`config.mk`:
```
export PLATFORM = sky130hd
export DESIGN_NAME = debug_display_ctrl
export DESIGN_NICKNAME = d
export VERILOG_FILES = /design/src/rtl/debug_pkg.sv /design/src/rtl/btn_conditioner.sv /design/src/rtl/debug_display_ctrl.sv
export SDC_FILE = /design/constraint.sdc
export NUM_CORES = 1
export LEC_CHECK = 0
export BUFFER_PORTS_ARGS = -buffer_cell sky130_fd_sc_hd__buf_2
export CORE_UTILIZATION = 52
export DETAILED_ROUTE_END_ITERATION = 8
export MAX_ROUTING_LAYER = met4
export PLACE_DENSITY = 0.76
export SLEW_MARGIN = 20
export SYNTH_ARGS = -nofsm -noshare
export SYNTH_HDL_FRONTEND = slang
export SYNTH_HIERARCHICAL = 1
export SYNTH_SLANG_ARGS = --single-unit
```
`constraint.sdc`:
```
create_clock -name CLK100MHZ -period 2.3 [get_ports CLK100MHZ]
set_clock_uncertainty 0.15 [all_clocks]
set_input_delay 0.115 -clock CLK100MHZ [delete_from_list [all_inputs] [get_ports CLK100MHZ]]
set_output_delay 0.115 -clock CLK100MHZ [all_outputs]
set_load 0.05 [all_outputs]
```
`src/rtl/debug_pkg.sv`:
```
// Shared definitions for the debug display controller: run-control state
// encoding and the seven-segment patterns (gfedcba, active-low).
package debug_pkg;

  typedef enum logic [1:0] {
    ST_HALT = 2'd0,
    ST_STEP = 2'd1,
    ST_RUN  = 2'd2
  } run_state_t;

  // All segments off.
  localparam logic [6:0] SEG_BLANK = 7'b1111111;

  // Hex glyphs, entry 15 first so SEG_TABLE[n] selects the glyph for nibble n.
  localparam logic [15:0][6:0] SEG_TABLE = {
    7'b0001110,  // F
    7'b0000110,  // E
    7'b0100001,  // d
    7'b1000110,  // C
    7'b0000011,  // b
    7'b0001000,  // A
    7'b0010000,  // 9
    7'b0000000,  // 8
    7'b1111000,  // 7
    7'b0000010,  // 6
    7'b0010010,  // 5
    7'b0011001,  // 4
    7'b0110000,  // 3
    7'b0100100,  // 2
    7'b1111001,  // 1
    7'b1000000   // 0
  };

endpackage

```
`src/rtl/btn_conditioner.sv`:
```
// Push-button conditioner: two-flop synchronizer, debounce counter and a
// registered rising-edge pulse. A button held through reset release produces
// no pulse until it has been seen released once.
module btn_conditioner #(
  parameter int DEB_CYCLES = 50000
) (
  input  logic clk,
  input  logic reset,
  input  logic btn,
  output logic pulse
);

  localparam int CW = (DEB_CYCLES > 1) ? $clog2(DEB_CYCLES) : 1;
  localparam logic [CW-1:0] CNT_LAST = CW'(DEB_CYCLES - 1);

  logic          sync1;
  logic          sync2;
  logic          level;
  logic          level_d;
  logic          armed;
  logic [CW-1:0] cnt;

  // Synchronizer; comes out of reset reading "pressed" so a held button never arms.
  always_ff @(posedge clk or negedge reset) begin
    if (!reset) begin
      sync1 <= 1'b1;
      sync2 <= 1'b1;
    end else begin
      sync1 <= btn;
      sync2 <= sync1;
    end
  end

  // Accept a new level after DEB_CYCLES consecutive samples that differ from it.
  always_ff @(posedge clk or negedge reset) begin
    if (!reset) begin
      level <= 1'b0;
      cnt   <= '0;
    end else if (sync2 == level) begin
      cnt <= '0;
    end else if (cnt == CNT_LAST) begin
      level <= sync2;
      cnt   <= '0;
    end else begin
      cnt <= cnt + 1'b1;
    end
  end

  // One-cycle pulse on each accepted rising level, once the button has been seen low.
  always_ff @(posedge clk or negedge reset) begin
    if (!reset) begin
      level_d <= 1'b0;
      armed   <= 1'b0;
      pulse   <= 1'b0;
    end else begin
      level_d <= level;
      armed   <= armed | ~sync2;
      pulse   <= level & ~level_d & armed;
    end
  end

endmodule

```
`src/rtl/debug_display_ctrl.sv`:
```
// Debug front panel: run/step/halt control with a PC breakpoint, a probe
// address counter driven by buttons, and a multiplexed seven-segment display
// of a selectable probe source with per-frame snapshot and optional blanking.
module debug_display_ctrl
  import debug_pkg::*;
#(
  parameter int DIGIT      = 32,
  parameter int DEBUGSIZE  = 8,
  parameter int NUM_SRC    = 2,
  parameter int DEB_CYCLES = 50000,
  parameter int SCAN_DIV   = 100000,
  parameter int WRAP       = 1,
  parameter int BLANK      = 0
) (
  input  logic                                       CLK100MHZ,
  input  logic                                       reset,
  input  logic                                       cont,
  input  logic                                       step,
  input  logic                                       inc,
  input  logic                                       dec,
  input  logic [((NUM_SRC > 1) ? $clog2(NUM_SRC) : 1)-1:0] src_sel,
  input  logic                                       bp_en,
  input  logic [DEBUGSIZE-1:0]                       ProbePC,
  input  logic [NUM_SRC*DIGIT-1:0]                   ProbeData,
  output logic                                       run,
  output logic                                       halted,
  output logic [DEBUGSIZE-1:0]                       ProbeAddress,
  output logic [DEBUGSIZE-1:0]                       DisplayPC,
  output logic [DIGIT/4-1:0]                         AN,
  output logic [6:0]                                 seg
);

  localparam int NDIG = DIGIT / 4;
  localparam int DIGW = (NDIG > 1) ? $clog2(NDIG) : 1;
  localparam int PW   = (SCAN_DIV > 1) ? $clog2(SCAN_DIV) : 1;
  localparam logic [PW-1:0]        PRESC_LAST = PW'(SCAN_DIV - 1);
  localparam logic [DIGW-1:0]      DIGIT_LAST = DIGW'(NDIG - 1);
  localparam logic [DEBUGSIZE-1:0] ADDR_MAX   = '1;

  logic cont_p;
  logic step_p;
  logic inc_p;
  logic dec_p;

  btn_conditioner #(.DEB_CYCLES(DEB_CYCLES)) u_cont (
    .clk(CLK100MHZ), .reset(reset), .btn(cont), .pulse(cont_p));
  btn_conditioner #(.DEB_CYCLES(DEB_CYCLES)) u_step (
    .clk(CLK100MHZ), .reset(reset), .btn(step), .pulse(step_p));
  btn_conditioner #(.DEB_CYCLES(DEB_CYCLES)) u_inc (
    .clk(CLK100MHZ), .reset(reset), .btn(inc), .pulse(inc_p));
  btn_conditioner #(.DEB_CYCLES(DEB_CYCLES)) u_dec (
    .clk(CLK100MHZ), .reset(reset), .btn(dec), .pulse(dec_p));

  // ---------------------------------------------------------------- run control
  run_state_t state;
  run_state_t state_nx;
  logic       run_entry;

  // State register; run_entry marks the first RUN cycle so a resume from the
  // breakpoint address does not halt on the spot.
  always_ff @(posedge CLK100MHZ or negedge reset) begin
    if (!reset) begin
      state     <= ST_HALT;
      run_entry <= 1'b0;
    end else begin
      state     <= state_nx;
      run_entry <= (state_nx == ST_RUN) && (state != ST_RUN);
    end
  end

  // Next state and run/halted decode; continue outranks step in HALT.
  always_comb begin
    state_nx = state;
    run      = 1'b0;
    halted   = 1'b0;
    case (state)
      ST_HALT: begin
        halted = 1'b1;
        if (cont_p) begin
          state_nx = ST_RUN;
        end else if (step_p) begin
          state_nx = ST_STEP;
        end
      end
      ST_STEP: begin
        run      = 1'b1;
        state_nx = ST_HALT;
      end
      ST_RUN: begin
        run = 1'b1;
        if (cont_p) begin
          state_nx = ST_HALT;
        end else if (bp_en && !run_entry && (ProbePC == ProbeAddress)) begin
          state_nx = ST_HALT;
        end
      end
      default: begin
        state_nx = ST_HALT;
      end
    endcase
  end

  // ------------------------------------------------------------ probe address
  // Address counter; simultaneous inc and dec cancel, ends wrap or saturate.
  always_ff @(posedge CLK100MHZ or negedge reset) begin
    if (!reset) begin
      ProbeAddress <= '0;
    end else if (inc_p && !dec_p) begin
      if (ProbeAddress != ADDR_MAX) begin
        ProbeAddress <= ProbeAddress + 1'b1;
      end else if (WRAP != 0) begin
        ProbeAddress <= '0;
      end
    end else if (dec_p && !inc_p) begin
      if (ProbeAddress != '0) begin
        ProbeAddress <= ProbeAddress - 1'b1;
      end else if (WRAP != 0) begin
        ProbeAddress <= ADDR_MAX;
      end
    end
  end

  // Registered copy of the CPU program counter.
  always_ff @(posedge CLK100MHZ or negedge reset) begin
    if (!reset) begin
      DisplayPC <= '0;
    end else begin
      DisplayPC <= ProbePC;
    end
  end

  // ------------------------------------------------------------------ display
  logic [PW-1:0]    presc;
  logic [DIGW-1:0]  digit;
  logic [DIGIT-1:0] frame;
  logic [DIGIT-1:0] sel_data;
  logic             scan_tick;

  assign scan_tick = (presc == PRESC_LAST);

  // Source mux; an out-of-range select falls back to source 0.
  always_comb begin
    sel_data = ProbeData[DIGIT-1:0];
    for (int k = 1; k < NUM_SRC; k++) begin
      if (int'(src_sel) == k) begin
        sel_data = ProbeData[k*DIGIT +: DIGIT];
      end
    end
  end

  // Prescaler and digit scan; the frame is re-latched as the scan returns to digit 0.
  always_ff @(posedge CLK100MHZ or negedge reset) begin
    if (!reset) begin
      presc <= '0;
      digit <= '0;
      frame <= '0;
    end else if (scan_tick) begin
      presc <= '0;
      if (digit == DIGIT_LAST) begin
        digit <= '0;
        frame <= sel_data;
      end else begin
        digit <= digit + 1'b1;
      end
    end else begin
      presc <= presc + 1'b1;
    end
  end

  logic [3:0]      nib;
  logic            blanked;
  logic [NDIG-1:0] an_nx;
  logic [6:0]      seg_nx;

  // Decode the current digit from the frame, applying leading-zero blanking.
  always_comb begin
    nib     = frame[int'(digit)*4 +: 4];
    blanked = 1'b0;
    if ((BLANK != 0) && (digit != '0)) begin
      blanked = ((frame >> (int'(digit) * 4)) == '0);
    end
    an_nx  = '1;
    seg_nx = SEG_BLANK;
    if (!blanked) begin
      an_nx[digit] = 1'b0;
      seg_nx       = SEG_TABLE[nib];
    end
  end

  // Registered display drive so reset holds every digit dark.
  always_ff @(posedge CLK100MHZ or negedge reset) begin
    if (!reset) begin
      AN  <= '1;
      seg <= SEG_BLANK;
    end else begin
      AN  <= an_nx;
      seg <= seg_nx;
    end
  end

endmodule

```
# [After elaboration in Yosys (flattened, before gate mapping)]
# Memories as Yosys holds them, arrays and structs flattened. A register that Yosys moved wholly into a read port is not among the register bits.
# Index checks and enable logic that the tools add are counted.
[op_classes] n_addsub=8 n_mul=0 n_div=0 order_cmp=2 eq_ne=16 shift=1 mux=24 n_bitwise=25 reduce_logical=19
[ops] op="2-to-1 mux 16 bit" count=8
[ops] op="adder 16 x 1 -> 16 bit, second input constant" count=4
[ops] op="equality test 16 bit, second input constant" count=4
[ops] op="2-to-1 mux 32 bit" count=1
[ops] op="2-to-1 mux 8 bit" count=4
[ops] op="variable part select 32 x 6 -> 4 bit" count=1
[ops] op="adder 17 x 1 -> 17 bit, second input constant" count=1
[ops] op="equality test 17 bit, second input constant" count=1
[ops] op="2-to-1 mux 17 bit" count=1
[ops] op="inverter 1 bit" count=12
[ops] op="AND reduction 2 bit" count=5
[ops] op="adder 8 x 1 -> 8 bit, second input constant" count=1
[ops] op="AND 1 bit" count=8
[ops] op="equality test 8 bit" count=1
[ops] op="2-to-1 mux 2 bit" count=4
[ops] op="inequality test 8 bit, second input constant" count=1
[ops] op="inverter 8 bit" count=1
[ops] op="nonzero test 8 bit" count=1
[ops] op="subtractor 8 x 1 -> 8 bit, second input constant" count=1
[ops] op="logical AND 1 bit" count=6
[ops] op="equality test 1 bit" count=4
[ops] op="equality test 2 bit, second input constant" count=2
[ops] op="zero test 1 bit" count=4
[ops] op="< comparator 3 x 4 -> 1 bit, second input constant" count=1
[ops] op="other kinds (13)" count=18
[word_totals] reg_bits=167 latchBits=0 mem_bits_rw=0 mem_bits_ro=112 in_bits=80 output_inout_bits=33 word_cells=132 mem_count=1
[memory_table] name="(no name shown)" depth=16 width=7 rd=1 rd_ports_with_merged_regs=1 wr=0 line_no="debug_display_ctrl.sv:186" text="seg_nx = SEG_TABLE[nib];"

# [Logic depth before layout (Yosys ltp)]
[depth] ltp_word=8 mapped_depth=10 ltp_nobuf=8

# [Hierarchy]
# Netlist, hierarchy kept.
[by_module_without_submodules] mod="debug_display_ctrl" n_inst=1 cells_per_inst=433 area_each_um2=4670.7 seq_area_each_um2=2170.8
[by_module_without_submodules] mod="btn_conditioner" n_inst=4 cells_per_inst=90 area_each_um2=987.2 seq_area_each_um2=553.0

# [Least setup slack after synthesis]
# Ideal clock, no wire load.
[synth_timing] path_type="register to register" startpoint="register digit[0]" endpoint="register seg[6]" setup_ns=0.080 t_arrival_ns=2.274 t_required_ns=2.070 setup_slack_ns=-0.204 stages_incl_launch_ff=10 synth_period_minus_slack_ns=2.504 cell_sequence="dfrtp_1 > buf_4 > buf_2 > mux4_2 > mux2i_1 > inv_1 > ha_1 > o21ai_0 > a21boi_1 > o2bb2ai_1"
[synth_between] elab_chain_len=1
[synth_rtl] element="start, declared" line_no="debug_display_ctrl.sv:134" text="logic [DIGW-1:0] digit;"
[synth_rtl] element="start signal, assigned" line_no="debug_display_ctrl.sv:163" text="digit <= digit + 1'b1;"
[synth_rtl] element="variable part select 32 x 6 -> 4 bit" line_no="debug_display_ctrl.sv:177" text="nib = frame[int'(digit)*4 +: 4];"
[synth_rtl] element="end, declared" line_no="debug_display_ctrl.sv:30" text="output logic [6:0] seg"
# Every way passes these cells.
# A chain may end at the register's enable or synchronous reset.

# [Worst setup path in the final report]
# Same ends and word-level chain as after synthesis.

==> out/results.txt <==
status -> complete, no violations
WP depth -> 7
HP Class -> in2async
Initial DRC Count -> 442
f_max -> 446 MHz
slew of the pin with the lowest slew margin -> 0.512 ns
GRT Overall Usage -> 24.2%
RSZ-0062 raised after global routing -> true
global-route wire length before repair -> 30900 um
Post-DP Area -> 9520 um^2
post-synthesis sequential area ratio -> 50.8%
Synth Cell Area -> 8620 um^2
data required time at the worst endpoint -> 2.50 ns
max-cap violations -> 0
DRC -> 0
critical path arrival -> 2.45 ns
Synth Area in Simple Gates -> 19.6%
Leak -> 4.80 nW
CP delay by family, top -> multiplexers
critical-path cell list -> mux4_2 -> mux2i_4 -> inv_2 -> ha_1 -> o21ai_1 -> a21boi_1 -> o2bb2ai_1
H-tree depth -> 4
die width -> 131 um
Synth Area in Adders -> 2.76%
Mapped Cells -> 793
crit share post-route -> 97.6%
min Tclk post-route -> 2.24 ns
Port-buffer cells -> 112
top_reg_cell synth -> dfrtp_1
Mean Syn Cell Area -> 10.9 um^2
Detailed Place HPWL -> 11100 um
initial core utilization -> 53.7%
most common cell in the netlist -> dfrtp_1
via count -> 6617
die height -> 131 um
Die ar. -> 17100 um^2
Worst Path Buf+Inv -> 1
worst-skew pair later-pin latency -> 0.43 ns
clock transition at the registers of the reported paths -> 0.07 ns
GR Overflow Total -> 0
EDFF count, synth -> 0
largest net degree at the start of global routing -> 65
most frequent cells after synthesis -> dfrtp_1 (151), nor2_1 (94), nand2_1 (76), xnor2_1 (48), mux2i_1 (38)
TritonCTS buffer count -> 17
Routed WL -> 18600 um
#FFs+latches synth -> 174
main combinational cell family by area after synthesis -> simple AND/OR/NAND/NOR gates
Worst setup EP type -> flop
YS warnings -> 6
Final Hold Viols -> 0
final core occ -> 68.0%
syn_nets -> 892
share of cells above drive strength 1 -> 26.4%
initial antenna violation count -> 0
ys async rst share -> 100%
n_diodes -> 0
CTS tree -> done
slowest stage delay, CP -> 0.58 ns
Yosys top cell area share -> 43.8%
Routed Antenna Nets -> 0
Synth Area in Compound Gates -> 7.59%
xor/xnor share of the synthesized area -> 8.64%
Synth area leaders -> dfrtp_1 (44%), dfstp_2 (7.0%), xnor2_1 (4.9%)
drt first pass iters -> 5
Clock Root Buffer -> clkbuf_16
critical path class -> reg2reg
RD Place Congestion -> 0.896
Tot Pwr -> 0.00663 W
Distinct cells, synth -> 74
Synth area leader -> dfrtp_1
PwrDens -> 607 nW/um^2
worst vdd ir -> 0.550 mV
num ports -> 113
final setup fails -> 0
Via density -> 5.39
clock sinks -> 174
nets -> 1098
CP Launch Type -> flop
Fill cells -> 1136
synthesis-to-finish area growth -> 26.8%
Final Max Tran Viols -> 0
hold_ws -> 0.0677 ns
slowest cell on the critical path -> mux4_2
Core Region -> 16100 um^2
final instance area -> 10900 um^2
worst slew margin relative to its limit -> 65.9%
post-synthesis mux area share -> 6.94%
Worst Reg-to-Reg Cells -> 7
clock buffer depth -> 2
average wire per cell in the routed design -> 15.2 um
vias in the first global route -> 6537
Worst Path Max Fanout -> 7
# rows -> 46
==> metrics by stage <==
| stage | std cells | setup slack (ns) | setup TNS, ns |
|---|---|---|---|
| floorplan | 793 | 0.0187 | 0 |
| global placement | 1117 | 0.0694 | 0 |
| detailed placement | 1117 | -0.0182 | -0.0278 |
| CTS | 1226 | 0.0225 | 0 |
| global route | 1228 | -0.0130 | -0.0150 |
| finish | 1228 | 0.0553 | 0 |
==> repair_timing <==
item,in CTS,in global routing
pin swaps,0,4
endpoints found under the setup margin,6,6
setup buffers,0,2
hold buffers,77,0
hold endpoints to repair,199,0
resized for setup,1,7
==> report_power, final <==
group	leakage [nW]	switching [W]	internal (W)
registers	2.12	0.0000344	0.00311
logic	2.39	0.000277	0.000251
clock network	0.296	0.00124	0.00173
==> final timing paths <==
path                                     end         start  slack, ns
min in group CLK100MHZ              state[0]         bp_en       0.12
max in group asynchronous              AN[5]         reset       1.24
worst min register to register  u_step/sync2  u_step/sync1       0.21
worst max register to register        seg[6]      digit[0]       0.06
worst min-delay path             u_inc/armed         reset       0.07
worst max-delay path                  seg[6]      digit[0]       0.06
==> cell families after synthesis <==
logic type,after synthesis
flip-flops,174
XOR/XNOR,85
multiplexers,51
buffers and inverters,55
adder cells (fa/ha/maj),19
AO/OA/AOI/OAI,88
AND/OR/NAND/NOR,321
==> metal layers <==
layer | GRT usage (%) | vias to the layer above | routed length [um]
li1 | - | 3192 | -
met4 | 10.1 | 0 | 538
met5 | - | - | 0
met3 | 5.99 | 49 | 832
met1 | 28.9 | 3169 | 8060
met2 | 39.2 | 207 | 9190
==> cells in the final DEF (no fill, tap or decap), types with 12 or more instances in the layout <==
cell,n
inv_1,23
nand3_1,32
o21ai_2,28
clkbuf_16,17
xor2_1,37
dfstp_2,23
xnor2_1,48
nor3_1,19
ha_1,18
buf_4,22
mux2i_1,36
buf_2,111
dlygate4sd3_1,77
nor2_1,94
dfrtp_1,149
nor4_1,14
nand4_1,24
nand2_1,76
o21ai_0,12
==> worst register-to-register path, stage by stage (launching register included) <==
cell,delay [ns]
dfrtp_2,0.50
mux4_2,0.58
mux2i_4,0.21
inv_2,0.06
ha_1,0.22
o21ai_1,0.16
a21boi_1,0.20
o2bb2ai_1,0.08
==> sequential cells by signal, summed over array words and instances (netlist names), 2 cells and up <==
register      count
DisplayPC         8
u_inc/cnt        16
AN                8
frame            32
u_dec/cnt        16
digit             3
u_cont/cnt       16
ProbeAddress      8
u_step/cnt       16
presc            17
seg               7
state             2
==> area by class of cell <==
type                       count  area, um^2  share of cell area, %
clock buffer                  17         425                   3.89
multi-input combinational    564        3950                   36.2
clock inverter                15         184                   1.68
inverter                      25        93.8                  0.859
timing repair buffer         217        1610                   14.8
sequential                   174        4390                   40.1
tap                          216         270                   2.47
(Power assumes the default switching activity.)
